**config.mk**
```make
export PLATFORM = sky130hd
export DESIGN_NAME = dh_param_loader
export DESIGN_NICKNAME = d
export VERILOG_FILES = /design/src/rtl/dh_pkg.sv /design/src/rtl/dh_shift128.sv /design/src/rtl/dh_param_loader.sv
export SDC_FILE = /design/constraint.sdc
export NUM_CORES = 1
export LEC_CHECK = 0
export ABC_CLOCK_PERIOD_IN_PS = 7010
export BUFFER_PORTS_ARGS = -buffer_cell sky130_fd_sc_hd__buf_2
export CAP_MARGIN = 20
export CORE_ASPECT_RATIO = 2
export CORE_MARGIN = 4
export CORE_UTILIZATION = 55
export CTS_CLUSTER_DIAMETER = 120
export DETAILED_ROUTE_END_ITERATION = 12
export MAX_ROUTING_LAYER = met4
export PLACE_DENSITY = 0.76
export SKIP_LAST_GASP = 1
export SLEW_MARGIN = 20
export SYNTH_ARGS = -nofsm -noshare
export SYNTH_HDL_FRONTEND = slang
export SYNTH_HIERARCHICAL = 1
export SYNTH_SLANG_ARGS = --single-unit
```
**constraint.sdc**
```tcl
create_clock -name clk -period 7.01 [get_ports clk]
set_clock_uncertainty 0.2 [all_clocks]
set_input_delay 1.402 -clock clk [delete_from_list [all_inputs] [get_ports clk]]
set_output_delay 1.402 -clock clk [all_outputs]
set_load 0.05 [all_outputs]
```
**src/rtl/dh_pkg.sv**
```systemverilog
// ============================================================================
//  Module   : dh_pkg
//  Purpose  : Shared types and constants for the DH parameter loader.
//  Revision : 1.0  initial release
// ============================================================================
`default_nettype none

package dh_pkg;

    localparam int          FRAME_BYTES = 16;
    localparam logic [31:0] P_MIN       = 32'd3;

    typedef enum logic [2:0] {
        IDLE      = 3'd0,
        LOAD      = 3'd1,
        CHECK     = 3'd2,
        START     = 3'd3,
        WAIT_DONE = 3'd4
    } state_t;

    // A usable group needs a modulus of at least P_MIN and a generator in [1, p-1].
    function automatic logic params_ok(input logic [31:0] gen, input logic [31:0] modulus);
        return (modulus >= P_MIN) && (gen != 32'd0) && (gen < modulus);
    endfunction

endpackage

`default_nettype wire

```
**src/rtl/dh_shift128.sv**
```systemverilog
// ============================================================================
//  Module   : dh_shift128
//  Purpose  : 128-bit shadow register; bytes shift in at the LSB end.
//  Revision : 1.0  initial release
// ============================================================================
`default_nettype none

module dh_shift128
    import dh_pkg::*;
(
    input  logic         clk,
    input  logic         rst,
    input  logic         clr,
    input  logic         load_en,
    input  logic [7:0]   din,
    output logic [127:0] dout
);

    logic [127:0] r_data;

    always_ff @(posedge clk) begin
        if (rst || clr) begin
            r_data <= '0;
        end else if (load_en) begin
            r_data <= {r_data[119:0], din};
        end
    end

    assign dout = r_data;

endmodule

`default_nettype wire

```
**src/rtl/dh_param_loader.sv**
```systemverilog
// ============================================================================
//  Module   : dh_param_loader
//  Purpose  : Collects a 16-byte G/P/X/Y frame, validates it and starts the
//             key-exchange core.
//  Revision : 1.0  initial release
// ============================================================================
`default_nettype none

module dh_param_loader
    import dh_pkg::*;
#(
    parameter int TMO_CYC     = 255,
    parameter int FRAME_BYTES = dh_pkg::FRAME_BYTES
) (
    input  logic        clk,
    input  logic        rst,
    input  logic [7:0]  din,
    input  logic        din_vld,
    output logic        din_rdy,
    input  logic        core_done,
    output logic [31:0] g,
    output logic [31:0] p,
    output logic [31:0] x,
    output logic [31:0] y,
    output logic        st,
    output logic        busy,
    output logic        err
);

    localparam int                  c_idle_w   = $clog2(TMO_CYC + 1);
    localparam logic [c_idle_w-1:0] c_idle_max = c_idle_w'(TMO_CYC - 1);
    localparam logic [c_idle_w-1:0] c_idle_one = c_idle_w'(1);
    localparam logic [4:0]          c_last_cnt = 5'(FRAME_BYTES - 1);

    state_t               r_state;
    state_t               w_state_nxt;
    logic [4:0]           r_cnt;
    logic [c_idle_w-1:0]  r_idle;
    logic                 r_err;
    logic [31:0]          r_g, r_p, r_x, r_y;
    logic [127:0]         w_shadow;
    logic                 w_accept;
    logic                 w_last_byte;
    logic                 w_timeout;
    logic                 w_params_ok;
    logic                 w_reject;

    assign din_rdy     = (r_state == IDLE) || (r_state == LOAD);
    assign w_accept    = din_vld && din_rdy;
    assign w_last_byte = w_accept && (r_state == LOAD) && (r_cnt == c_last_cnt);
    // The idle count holds the number of completed empty cycles; the edge that
    // would complete the TMO_CYC-th one aborts the frame instead.
    assign w_timeout   = (r_state == LOAD) && !w_accept && (r_idle == c_idle_max);
    assign w_params_ok = params_ok(w_shadow[127:96], w_shadow[95:64]);
    assign w_reject    = (r_state == CHECK) && !w_params_ok;

    dh_shift128 u_shadow (
        .clk     (clk),
        .rst     (rst),
        .clr     (w_timeout || w_reject),
        .load_en (w_accept),
        .din     (din),
        .dout    (w_shadow)
    );

    always_ff @(posedge clk) begin
        if (rst) begin
            r_state <= IDLE;
        end else begin
            r_state <= w_state_nxt;
        end
    end

    always_comb begin
        w_state_nxt = r_state;
        unique case (r_state)
            IDLE:      if (w_accept) w_state_nxt = LOAD;
            LOAD: begin
                if (w_last_byte) begin
                    w_state_nxt = CHECK;
                end else if (w_timeout) begin
                    w_state_nxt = IDLE;
                end
            end
            CHECK:     w_state_nxt = w_params_ok ? START : IDLE;
            START:     w_state_nxt = WAIT_DONE;
            WAIT_DONE: if (core_done) w_state_nxt = IDLE;
            default:   w_state_nxt = IDLE;
        endcase
    end

    always_ff @(posedge clk) begin
        if (rst) begin
            r_cnt  <= '0;
            r_idle <= '0;
            r_err  <= 1'b0;
            r_g    <= '0;
            r_p    <= '0;
            r_x    <= '0;
            r_y    <= '0;
        end else begin
            if (w_accept) begin
                r_cnt <= (r_state == IDLE) ? 5'd1 : r_cnt + 5'd1;
            end else if (!din_rdy || w_timeout) begin
                r_cnt <= '0;
            end

            if (w_accept || r_state != LOAD || w_timeout) begin
                r_idle <= '0;
            end else begin
                r_idle <= r_idle + c_idle_one;
            end

            if ((r_state == IDLE) && w_accept) begin
                r_err <= 1'b0;
            end else if (w_timeout || w_reject) begin
                r_err <= 1'b1;
            end

            if ((r_state == CHECK) && w_params_ok) begin
                r_g <= w_shadow[127:96];
                r_p <= w_shadow[95:64];
                r_x <= w_shadow[63:32];
                r_y <= w_shadow[31:0];
            end
        end
    end

    assign g    = r_g;
    assign p    = r_p;
    assign x    = r_x;
    assign y    = r_y;
    assign err  = r_err;
    assign st   = (r_state == START);
    assign busy = (r_state == START) || (r_state == WAIT_DONE);

endmodule

`default_nettype wire

```
==> key figures <==
Status
  • Run status: finished, final reports clean

Yosys
  • Syn Inst Count: 1,200
  • EDFF count, synth: 0
  • Synth Flop Type: dfxtp_1
  • Unique masters post-synth: 39
  • Yosys warns: 6
  • Register area share after synthesis: between 40% and 50%
  • Synth Cell Area: 12,080 um^2
  • Syn nets: between 1,000 and 1,500
  • #FFs+latches synth: roughly 270
  • Post-synthesis average cell area: 10.06 um^2
  • Ys async rst share: 0%

Timing
  • Final setup fails: 0
  • Fin Setup TNS: 0 ps
  • Worst-margin pin slew: 1087 ps
  • Slew Limit Fails: 0
  • Post-layout min period: 4001 ps
  • FMAX: 0.2499 GHz
  • Hold Slack: ~270 ps
  • RSZ-0062 raised after global routing: no
  • Slew HR: 27.50%
  • Final Hold Vio Count: 0
  • Post-route clock period utilization: 57.08%

Clock network
  • Clk slew on worst S/H paths: 70 ps
  • Max clock buf depth: 3
  • CTS buffer count: 24
  • Clk Latency, worst-skew pair: 520 ps
  • TritonCTS clock tree: done
  • Post-cts resize count: 0
  • H-tree level count: 1
  • Clk Tree Root Cell: clkbuf_16
  • Hold buffer count at cts: 0
  • Post-CTS setup buffer count: 0
  • CTS Sinks: ~270

Floorplan
  • Core area: 21,590 um^2
  • Full die area: 24,540 um^2
  • Row count: 76
  • Die Width: roughly 110 um
  • I/O Pins: 144
  • Die H: approximately 220 um
  • Starting density of the core: 55.95%

Detailed routing
  • WL/cell: 16.68 um
  • Routed vias: 8,369
  • DRC: 0
  • Drt first-iter violations: 438
  • Vias per cell: 5.264
  • Pre-Repair DR Iteration Count: 5
  • Final WL: 26.52 mm
  • Post-route ant nets: 0

Finish
  • ANT cells: 0
  • Layout cell share with drive strength beyond 1: between 10 and 15%
  • Final #Nets: between 1,000 and 1,500
  • Area grow syn2layout: 11.29%
  • Number of fill cells in the layout: around 1,800
  • Post-layout util: 62.27%
  • Fin cells: 1,590

Critical path
  • Worst Path Required: just over 7000 ps
  • Worst setup path class: register to register
  • CP startpoint kind: register
  • Crit path cell chain: inv_1 > ha_1 > a21oi_1 > o21ai_0 > a22o_1 > or4_1 > o21ai_0 > nand2_1 > or2_4 > buf_4 > nor2_1
  • Worst path slowest cell: or4_1
  • Worst EP arrival: 4250 ps
  • Largest stage delay on the critical path: 580 ps
  • Top cell by count, worst path: o21ai_0
  • CP Max Fanout: 80
  • Crit path buffers/inverters: 2
  • Top Family by Delay on Critical Path: simple AND/OR/NAND/NOR gates
  • Setup crit end kind: register

Placement
  • RD Place Congestion: 0.9334
  • DPL Wire Length: 18.52 mm
  • Buffers on Ports: about 140
  • DP Cell Count: 1,549

Power
  • P_leak: 6.463 nW
  • Total power: 3.080 mW
  • Max VDD drop: 226.5 uV
  • Pwr Density: about 230 nW/um^2

GRT
  • Vias in the first global route: 8,196
  • Largest net degree at the start of global routing: 110
  • Initial antenna violation count: 0
  • First-pass GRT wire length: 42.66 mm
  • Aggregate global routing overflow: 0
  • Gr usage total: a little over a fifth

Run
  • Max Cap Violations: 0

Hold path
  • Min-delay worst type: register to register
-- final cells by class --
class	count	area, um^2	area share [%]
well taps	273	341.6	2.541
multi-input cells	816	5866	43.64
clock inverters	11	191.4	1.424
repair buffers	151	798.3	5.939
clock buffers	29	640.6	4.766
inverters	37	138.9	1.033
flip-flops and latches	273	5465	40.66
-- cell usage after synthesis (all sizes together), types with 3 or more instances --
cell	number	area share, %
buf	42	4.1
mux2i	256	21
xor2	3	0.22
nand3	7	0.29
inv	37	1.1
nand4	7	0.36
dfxtp	273	45
ha	35	3.6
nand2	20	0.62
nand2b	256	13
clkbuf	32	0.99
nor4	18	0.93
a21oi	18	0.75
nor2	152	4.7
and3	3	0.16
a22o	3	0.22
xnor2	3	0.22
o21ai	9	0.37
-- state kept, by name, indices dropped and copies added (netlist names) --
register / flops
u_shadow/dout: 128
r_cnt: 5
x: 32
g: 32
p: 32
r_state: 3
err: 1
r_idle: 8
y: 32
-- metrics by stage --
| step | worst slack, ps | instance area, um^2 |
|---|---|---|
| 2_1_floorplan | 4196 | 12080 |
| 3_3_place_gp | 2977 | 12580 |
| 3_5_place_dp | 2983 | 12580 |
| 4_1_cts | 3011 | 13410 |
| 5_1_grt | 2821 | 13440 |
| 6_report | 3009 | 13440 |
-- final timing paths --
check                    startpoint                 to  slack (ps)  cells after the start
setup / recovery  u_shadow/dout[81]  u_shadow/dout[12]        3010                     11
hold reg to reg           r_idle[0]          r_idle[0]         270                      1
hold / removal            r_idle[0]          r_idle[0]         270                      1
setup reg to reg  u_shadow/dout[81]  u_shadow/dout[12]        3010                     11
-- metal layers --
layer	vias up	routed length (um)	track usage, %
met5	-	0	-
met4	0	1279	10.67
met3	65	1010	2.666
met2	180	14250	39.41
met1	3946	9984	23.36
li1	4178	-	-
-- kinds of logic after synthesis --
logic type      synth area share, %
flops                         45.25
mux                           21.22
simple gates                  21.12
xor+xnor                     0.4352
fa+ha+maj                     3.626
compound gates                2.124
buf+inv                       6.226
-- layout by cell type (no fill, tap or decap), drive strengths merged, types with 2 or more instances in the layout --
cell type,synthesis,layout
dfxtp,273,273
nand2b,256,256
mux2i,256,256
nor2,152,152
buf,42,151
inv,37,37
ha,35,35
clkbuf,32,29
nand2,20,20
nor4,18,18
a21oi,18,18
o21ai,9,9
nand4,7,7
nand3,7,7
bufinv,0,5
a22o,3,3
and3,3,3
xor2,3,3
xnor2,3,3
clkinvlp,0,3
clkinv,0,3
nor3b,2,2
a211oi,2,2
a22oi,2,2
a21o,2,2
o22ai,2,2
nand3b,2,2
or3,2,2
and2,2,2
-- power breakdown --
group	switching, mW	internal (mW)
Clock	0.577	0.835
Sequential	0.00679	1.56
Combinational	0.0548	0.0485
(Power assumes the default switching activity.)
